`src/rtl/dkong_sound_mixer_if.sv`:
```
// Sound-board bus: i8035 DAC code, SFX trigger levels in; mixed PCM/PDM out.
interface dkong_sound_mixer_if;
    logic [7:0] dac_in;
    logic       dac_mute;
    logic       walk_in;
    logic       jump_in;
    logic       crash_in;
    logic [9:0] pcm_out;
    logic       pcm_valid;
    logic       pdm_out;

    modport master (
        output dac_in, dac_mute, walk_in, jump_in, crash_in,
        input  pcm_out, pcm_valid, pdm_out
    );
    modport slave (
        input  dac_in, dac_mute, walk_in, jump_in, crash_in,
        output pcm_out, pcm_valid, pdm_out
    );
endinterface

```
`src/rtl/dkong_sound_mixer.sv`:
```
// Donkey Kong sound mixer: DAC plus three decaying square-wave SFX voices,
// summed once per sample tick into offset-binary PCM and a 1st-order PDM stream.
module dkong_sound_voice #(
    parameter int HALF    = 40,
    parameter int ENV_DIV = 4
) (
    input  logic       masterclk,
    input  logic       rst,
    input  logic       i_tick,
    input  logic       i_trig,
    output logic [7:0] o_contrib
);
    localparam logic [7:0] HALF_M1 = 8'(HALF - 1);
    localparam logic [7:0] ENV_M1  = 8'(ENV_DIV - 1);

    logic [1:0] r_sync;
    logic       r_prev;
    logic       r_pend;
    logic       r_phase;
    logic [7:0] r_env;
    logic [7:0] r_tcnt;
    logic [7:0] r_dcnt;
    logic       w_edge;
    logic       w_load;
    logic [7:0] w_mag;

    assign w_edge = r_sync[1] & ~r_prev;
    // An edge arriving on the tick cycle is loaded directly, bypassing pending.
    assign w_load = i_tick & (r_pend | w_edge);
    assign w_mag  = {2'b00, r_env[7:2]};
    assign o_contrib = (r_env == 8'd0) ? 8'd0 : (r_phase ? w_mag : (~w_mag + 8'd1));

    always_ff @(posedge masterclk or posedge rst) begin
        if (rst) begin
            r_sync  <= 2'b00;
            r_prev  <= 1'b0;
            r_pend  <= 1'b0;
            r_phase <= 1'b0;
            r_env   <= 8'd0;
            r_tcnt  <= 8'd0;
            r_dcnt  <= 8'd0;
        end else begin
            r_sync <= {r_sync[0], i_trig};
            r_prev <= r_sync[1];
            if (w_load) begin
                r_pend  <= 1'b0;
                r_env   <= 8'd255;
                r_phase <= 1'b0;
                r_tcnt  <= 8'd0;
                r_dcnt  <= 8'd0;
            end else begin
                if (w_edge) r_pend <= 1'b1;
                if (i_tick && r_env != 8'd0) begin
                    if (r_tcnt == HALF_M1) begin
                        r_tcnt  <= 8'd0;
                        r_phase <= ~r_phase;
                    end else begin
                        r_tcnt <= r_tcnt + 8'd1;
                    end
                    if (r_dcnt == ENV_M1) begin
                        r_dcnt <= 8'd0;
                        r_env  <= r_env - 8'd1;
                    end else begin
                        r_dcnt <= r_dcnt + 8'd1;
                    end
                end
            end
        end
    end
endmodule

module dkong_sound_mixer #(
    parameter int SAMPLE_DIV = 1024,
    parameter int WALK_HALF  = 40,
    parameter int JUMP_HALF  = 24,
    parameter int CRASH_HALF = 64,
    parameter int ENV_DIV    = 4
) (
    input  logic               masterclk,
    input  logic               rst,
    dkong_sound_mixer_if.slave bus
);
    localparam logic [15:0] TICK_AT = 16'(SAMPLE_DIV - 1);

    logic [15:0]     r_cnt;
    logic            w_tick;
    logic [2:0]      w_trig;
    logic [2:0][7:0] w_contrib;
    logic [8:0]      w_dac;
    logic [9:0]      w_sum;
    logic [9:0]      r_pcm;
    logic            r_valid;
    logic [10:0]     r_acc;

    assign w_tick = (r_cnt == TICK_AT);
    assign w_trig = {bus.crash_in, bus.jump_in, bus.walk_in};

    always_ff @(posedge masterclk or posedge rst) begin
        if (rst) r_cnt <= 16'd0;
        else     r_cnt <= w_tick ? 16'd0 : r_cnt + 16'd1;
    end

    for (genvar g = 0; g < 3; g++) begin : g_voice
        dkong_sound_voice #(
            .HALF   ((g == 0) ? WALK_HALF : ((g == 1) ? JUMP_HALF : CRASH_HALF)),
            .ENV_DIV(ENV_DIV)
        ) u_voice (
            .masterclk(masterclk),
            .rst      (rst),
            .i_tick   (w_tick),
            .i_trig   (w_trig[g]),
            .o_contrib(w_contrib[g])
        );
    end

    // dac_in - 128 in two's complement is just the code with its MSB inverted.
    assign w_dac = bus.dac_mute ? 9'd0 : {~bus.dac_in[7], bus.dac_in[7:0]} ^ 9'h080;
    assign w_sum = {w_dac[8], w_dac}
                 + {{2{w_contrib[0][7]}}, w_contrib[0]}
                 + {{2{w_contrib[1][7]}}, w_contrib[1]}
                 + {{2{w_contrib[2][7]}}, w_contrib[2]};

    // Adding 512 to a 10-bit signed sum is an MSB flip into offset binary.
    always_ff @(posedge masterclk or posedge rst) begin
        if (rst) begin
            r_pcm   <= 10'h200;
            r_valid <= 1'b0;
            r_acc   <= 11'd0;
        end else begin
            r_valid <= w_tick;
            if (w_tick) r_pcm <= {~w_sum[9], w_sum[8:0]};
            r_acc <= {1'b0, r_acc[9:0]} + {1'b0, r_pcm};
        end
    end

    assign bus.pcm_out   = r_pcm;
    assign bus.pcm_valid = r_valid;
    assign bus.pdm_out   = r_acc[10];
endmodule

```
`src/flat_wrapper.sv`:
```
// flat-port wrapper written by rule: the top's interface ports become plain ports
module dkong_sound_mixer_flat 
#(
    parameter int SAMPLE_DIV = 1024,
    parameter int WALK_HALF  = 40,
    parameter int JUMP_HALF  = 24,
    parameter int CRASH_HALF = 64,
    parameter int ENV_DIV    = 4
)
  (masterclk, rst, bus_dac_in, bus_dac_mute, bus_walk_in, bus_jump_in, bus_crash_in, bus_pcm_out, bus_pcm_valid, bus_pdm_out);
  dkong_sound_mixer_if bus_i ();
  input  logic masterclk;
  input  logic rst;
  input wire logic [$bits(bus_i.dac_in)-1:0] bus_dac_in;
  input wire logic [$bits(bus_i.dac_mute)-1:0] bus_dac_mute;
  input wire logic [$bits(bus_i.walk_in)-1:0] bus_walk_in;
  input wire logic [$bits(bus_i.jump_in)-1:0] bus_jump_in;
  input wire logic [$bits(bus_i.crash_in)-1:0] bus_crash_in;
  output wire logic [$bits(bus_i.pcm_out)-1:0] bus_pcm_out;
  output wire logic [$bits(bus_i.pcm_valid)-1:0] bus_pcm_valid;
  output wire logic [$bits(bus_i.pdm_out)-1:0] bus_pdm_out;
  assign bus_i.dac_in = bus_dac_in;
  assign bus_i.dac_mute = bus_dac_mute;
  assign bus_i.walk_in = bus_walk_in;
  assign bus_i.jump_in = bus_jump_in;
  assign bus_i.crash_in = bus_crash_in;
  assign bus_pcm_out = bus_i.pcm_out;
  assign bus_pcm_valid = bus_i.pcm_valid;
  assign bus_pdm_out = bus_i.pdm_out;
  dkong_sound_mixer #(.SAMPLE_DIV(SAMPLE_DIV), .WALK_HALF(WALK_HALF), .JUMP_HALF(JUMP_HALF), .CRASH_HALF(CRASH_HALF), .ENV_DIV(ENV_DIV)) u_core (.masterclk(masterclk), .rst(rst), .bus(bus_i));
endmodule
```
`config.mk`:
```
export PLATFORM = sky130hd
export DESIGN_NAME = dkong_sound_mixer_flat
export DESIGN_NICKNAME = d
export VERILOG_FILES = /design/src/rtl/dkong_sound_mixer_if.sv /design/src/rtl/dkong_sound_mixer.sv /design/src/flat_wrapper.sv
export SDC_FILE = /design/constraint.sdc
export NUM_CORES = 1
export LEC_CHECK = 0
export CORE_UTILIZATION = 55
export DETAILED_ROUTE_END_ITERATION = 7
export MAX_ROUTING_LAYER = met4
export PLACE_DENSITY = 0.76
export REMOVE_ABC_BUFFERS = 1
export SYNTH_ARGS = -nofsm -noshare
export SYNTH_HDL_FRONTEND = slang
export SYNTH_SLANG_ARGS = --single-unit
export TNS_END_PERCENT = 10
```
`constraint.sdc`:
```
create_clock -name masterclk -period 4 [get_ports masterclk]
set_input_delay 0.6 -clock masterclk [delete_from_list [all_inputs] [get_ports masterclk]]
set_output_delay 0.6 -clock masterclk [all_outputs]
set_load 0.01 [all_outputs]
```
==> metrics.md <==
| Metric | Value |
|---|---|
| Post-route clock skew | 0.009101 ns |
| Synth top area cells | dfrtp_1 (41%), ha_1 (5.8%), fa_1 (4.8%) |
| Fmax | 0.2590 GHz |
| Synthesis-stage register bit count | 125 |
| # nets final | 915 |
| EDFF count, synth | 0 |
| Core area | 13300 sq um |
| Vias/cell | 5.928 |
| H-tree depth | 4 |
| Post-Place Cells | 1004 |
| Top post-synthesis cells by count | dfrtp_1 (124), nor2_1 (78), inv_1 (65), nand2_1 (56), nand3_1 (48) |
| Setup CP Type | flop to flop |
| Period minus WS final | 3.861 ns |
| DIE AREA | 14120 sq um |
| P_leak | 3.965 nW |
| Row count | 42 |
| Clock sink count | 125 |
| # diodes | 0 |
| Vias in the first global route | 6273 |
| Initial antenna violation count | 0 |
| Warnings from Yosys | 0 |
| Worst vdd ir | 300.1 uV |
| Status | finished, final reports clean |
| Crit. End Element | flop |
| Final period utilization | 0.9652 |
| Syn_area_per_cell | 9.418 sq um |
| Worst-Margin Slew | 0.8272 ns |
| Synth cell types | 68 |
| Drt first pass iters | 5 |
| Cts bufs inserted | 17 |
| Die X | 118.8 microns |
| Clock Pin Slew Worst Setup and Hold Paths | 0.06 ns |
| Top-count cell post-synth | dfrtp_1 |
| Final GP Congestion | 0.9229 |
| GR Overflow Total | 0 |
| Gr usage total | 0.2726 |
| Post-Layout Cell Count | 1037 |
| P&R area growth vs syn | 17.59% |
| DRC | 0 |
| Startpoint types | flop |
| PD cells | 342.8 nW/um^2 |
| Clk root buf | clkbuf_16 |
| Chip height | 118.8 microns |
| Fillers | 988 |
| Post-CTS Hold Fix Bufs | 0 |
| Fin. max-slew vios | 0 |
| Hold Fails Final Rpt | 0 |
| Clk Latency, worst-skew pair | 0.43 ns |
| Routed wire length | 17.29 mm |
| Critical Path Fanout Max | 3 |
| Pre-CTS setup slack | 0.01397 ns |
| Detail Route Antenna Nets | 0 |
| Initial Utilization | 0.5646 |
| Final cell utilization of the core | 0.6638 |
| Syn Inst Count | 797 |
| CTS Buffer Depth | 2 |
| Setup ws final | 0.1390 ns |
| Largest net degree at the start of global routing | 72 |
| Port Buf Inserts | 25 |
| First-pass GRT wire length | 29.63 mm |
| DR WL/cell | 16.68 microns |
| Sequential-to-total area share from yosys stat | 0.4169 |
| Initial DRC count | 524 |
| Async SR Flop Fraction | 1.000 |
| Final setup vio count | 0 |
| Worst Path Required | 4.37 ns |
| Critical Path AT | 4.23 ns |
| Slew headroom | 0.4468 |
| IO Pins | 26 |
| Layout cell share with drive strength beyond 1 | 0.1220 |
| DP HPWL | 12.02 mm |
| Max-cap viol count | 0 |
| Setup TNS | 0 ns |
| Netlist Area Pre-Place | 7506 sq um |
| Area leader, netlist | dfrtp_1 |
| Top_reg_cell synth | dfrtp_1 |
| Synth top area share | 0.4134 |
| HP Class | flop to flop |
| CTS tree | yes |
| Via Count | 6147 |
==> worst paths after layout <==
check | start | end | slack, ns | depth (start not counted)
worst max register to register | u_core.g_voice[2].u_voice.r_env[2] | u_core.bus.pcm_out[9] | 0.14 | 16
worst min register to register | u_core.g_voice[0].u_voice.r_sync[0] | u_core.g_voice[0].u_voice.r_sync[1] | 0.35 | 0
worst min-delay path | u_core.g_voice[0].u_voice.r_sync[0] | u_core.g_voice[0].u_voice.r_sync[1] | 0.35 | 0
worst max-delay path | u_core.g_voice[2].u_voice.r_env[2] | u_core.bus.pcm_out[9] | 0.14 | 16
min in group asynchronous | rst | u_core.g_voice[0].u_voice.r_sync[0] | 0.64 | 2
max in group asynchronous | rst | u_core.g_voice[2].u_voice.r_dcnt[5] | 2.55 | 3
==> flip-flops by register name, summed over array words and instances (netlist names), 6 cells and up <==
name	flops
u_core.bus.pcm_out	10
u_core.g_voice.u_voice.r_dcnt	24
u_core.g_voice.u_voice.r_sync	6
u_core.r_acc	11
u_core.g_voice.u_voice.r_env	24
u_core.r_cnt	16
u_core.g_voice.u_voice.r_tcnt	24
==> cell usage in the layout (no fill, tap or decap), types with 9 or more instances in the layout <==
cell	instances
fa_1	17
nand4_1	15
ha_1	31
and3_1	10
nor2_1	76
o21ai_0	40
xnor2_1	39
inv_1	64
xor2_1	18
nor3_1	26
a211oi_1	9
clkdlybuf4s50_1	25
nand3_1	46
a21oi_1	40
dfrtp_1	124
clkbuf_16	17
nor2b_1	10
buf_4	23
nand2_1	56
==> where the power goes <==
part | total, mW | internal, mW | switching [mW] | leakage (nW)
Clock | 1.59 | 1.02 | 0.572 | 0.291
Sequential | 1.30 | 1.29 | 0.00913 | 1.61
Combinational | 0.135 | 0.0603 | 0.0745 | 2.06
Total | 3.03 | 2.37 | 0.655 | 3.96
==> critical path: stages (launching register included) <==
cell,delay [ns]
dfrtp_1,0.34
inv_1,0.05
ha_1,0.23
nor3b_4,0.17
nand3_2,0.12
nand2_1,0.10
fa_1,0.54
inv_1,0.05
fa_1,0.54
ha_2,0.20
inv_1,0.06
fa_2,0.37
nand2b_4,0.17
a21oi_2,0.15
nor4_1,0.08
or4_1,0.50
nand3_1,0.09
==> metrics by stage <==
step	area, sq um	power, mW	hold slack (ns)
floorplan	7432	1.400	0.3312
global placement	8090	1.444	0.3380
detailed placement	8090	1.453	0.3416
CTS	8708	3.047	0.3539
global route	8826	3.123	0.3685
finish	8826	3.025	0.3486
==> area by class of cell <==
| class | count | area (sq um) | share of cell area |
|---|---|---|---|
| Tap cell | 176 | 220.2 | 0.02495 |
| Timing Repair Buffer | 49 | 442.9 | 0.05018 |
| Sequential cell | 125 | 3129 | 0.3546 |
| Inverter | 66 | 250.2 | 0.02835 |
| Clock inverter | 11 | 140.1 | 0.01588 |
| Multi-Input combinational cell | 589 | 4173 | 0.4728 |
| Clock buffer | 21 | 470.5 | 0.05330 |
==> cell families (layout without fill, tap and decap cells) <==
| kind of cell | Yosys count | in the layout | synth area share |
|---|---|---|---|
| XOR/XNOR | 57 | 57 | 0.06651 |
| AO/OA/AOI/OAI | 149 | 149 | 0.1295 |
| multiplexers | 8 | 8 | 0.01167 |
| buffers and inverters | 83 | 147 | 0.04284 |
| AND/OR/NAND/NOR | 322 | 322 | 0.2262 |
| flip-flops | 125 | 125 | 0.4169 |
| adder cells (fa/ha/maj) | 53 | 53 | 0.1064 |
==> what timing repair did <==
action,CTS,global route
gates resized for setup,0,27
setup endpoints to repair,3,5
pin swaps,0,0
hold endpoints to repair,0,0
setup buffers,1,0
==> routing by layer <==
metal,up-vias,share of wire,global-route usage
met2,161,0.51,0.4543
met4,0,0.020,0.1305
met1,3028,0.43,0.3238
met3,27,0.036,0.04358
li1,2931,-,-
met5,-,0,-
Note: power is estimated with default switching activity, not from simulation.
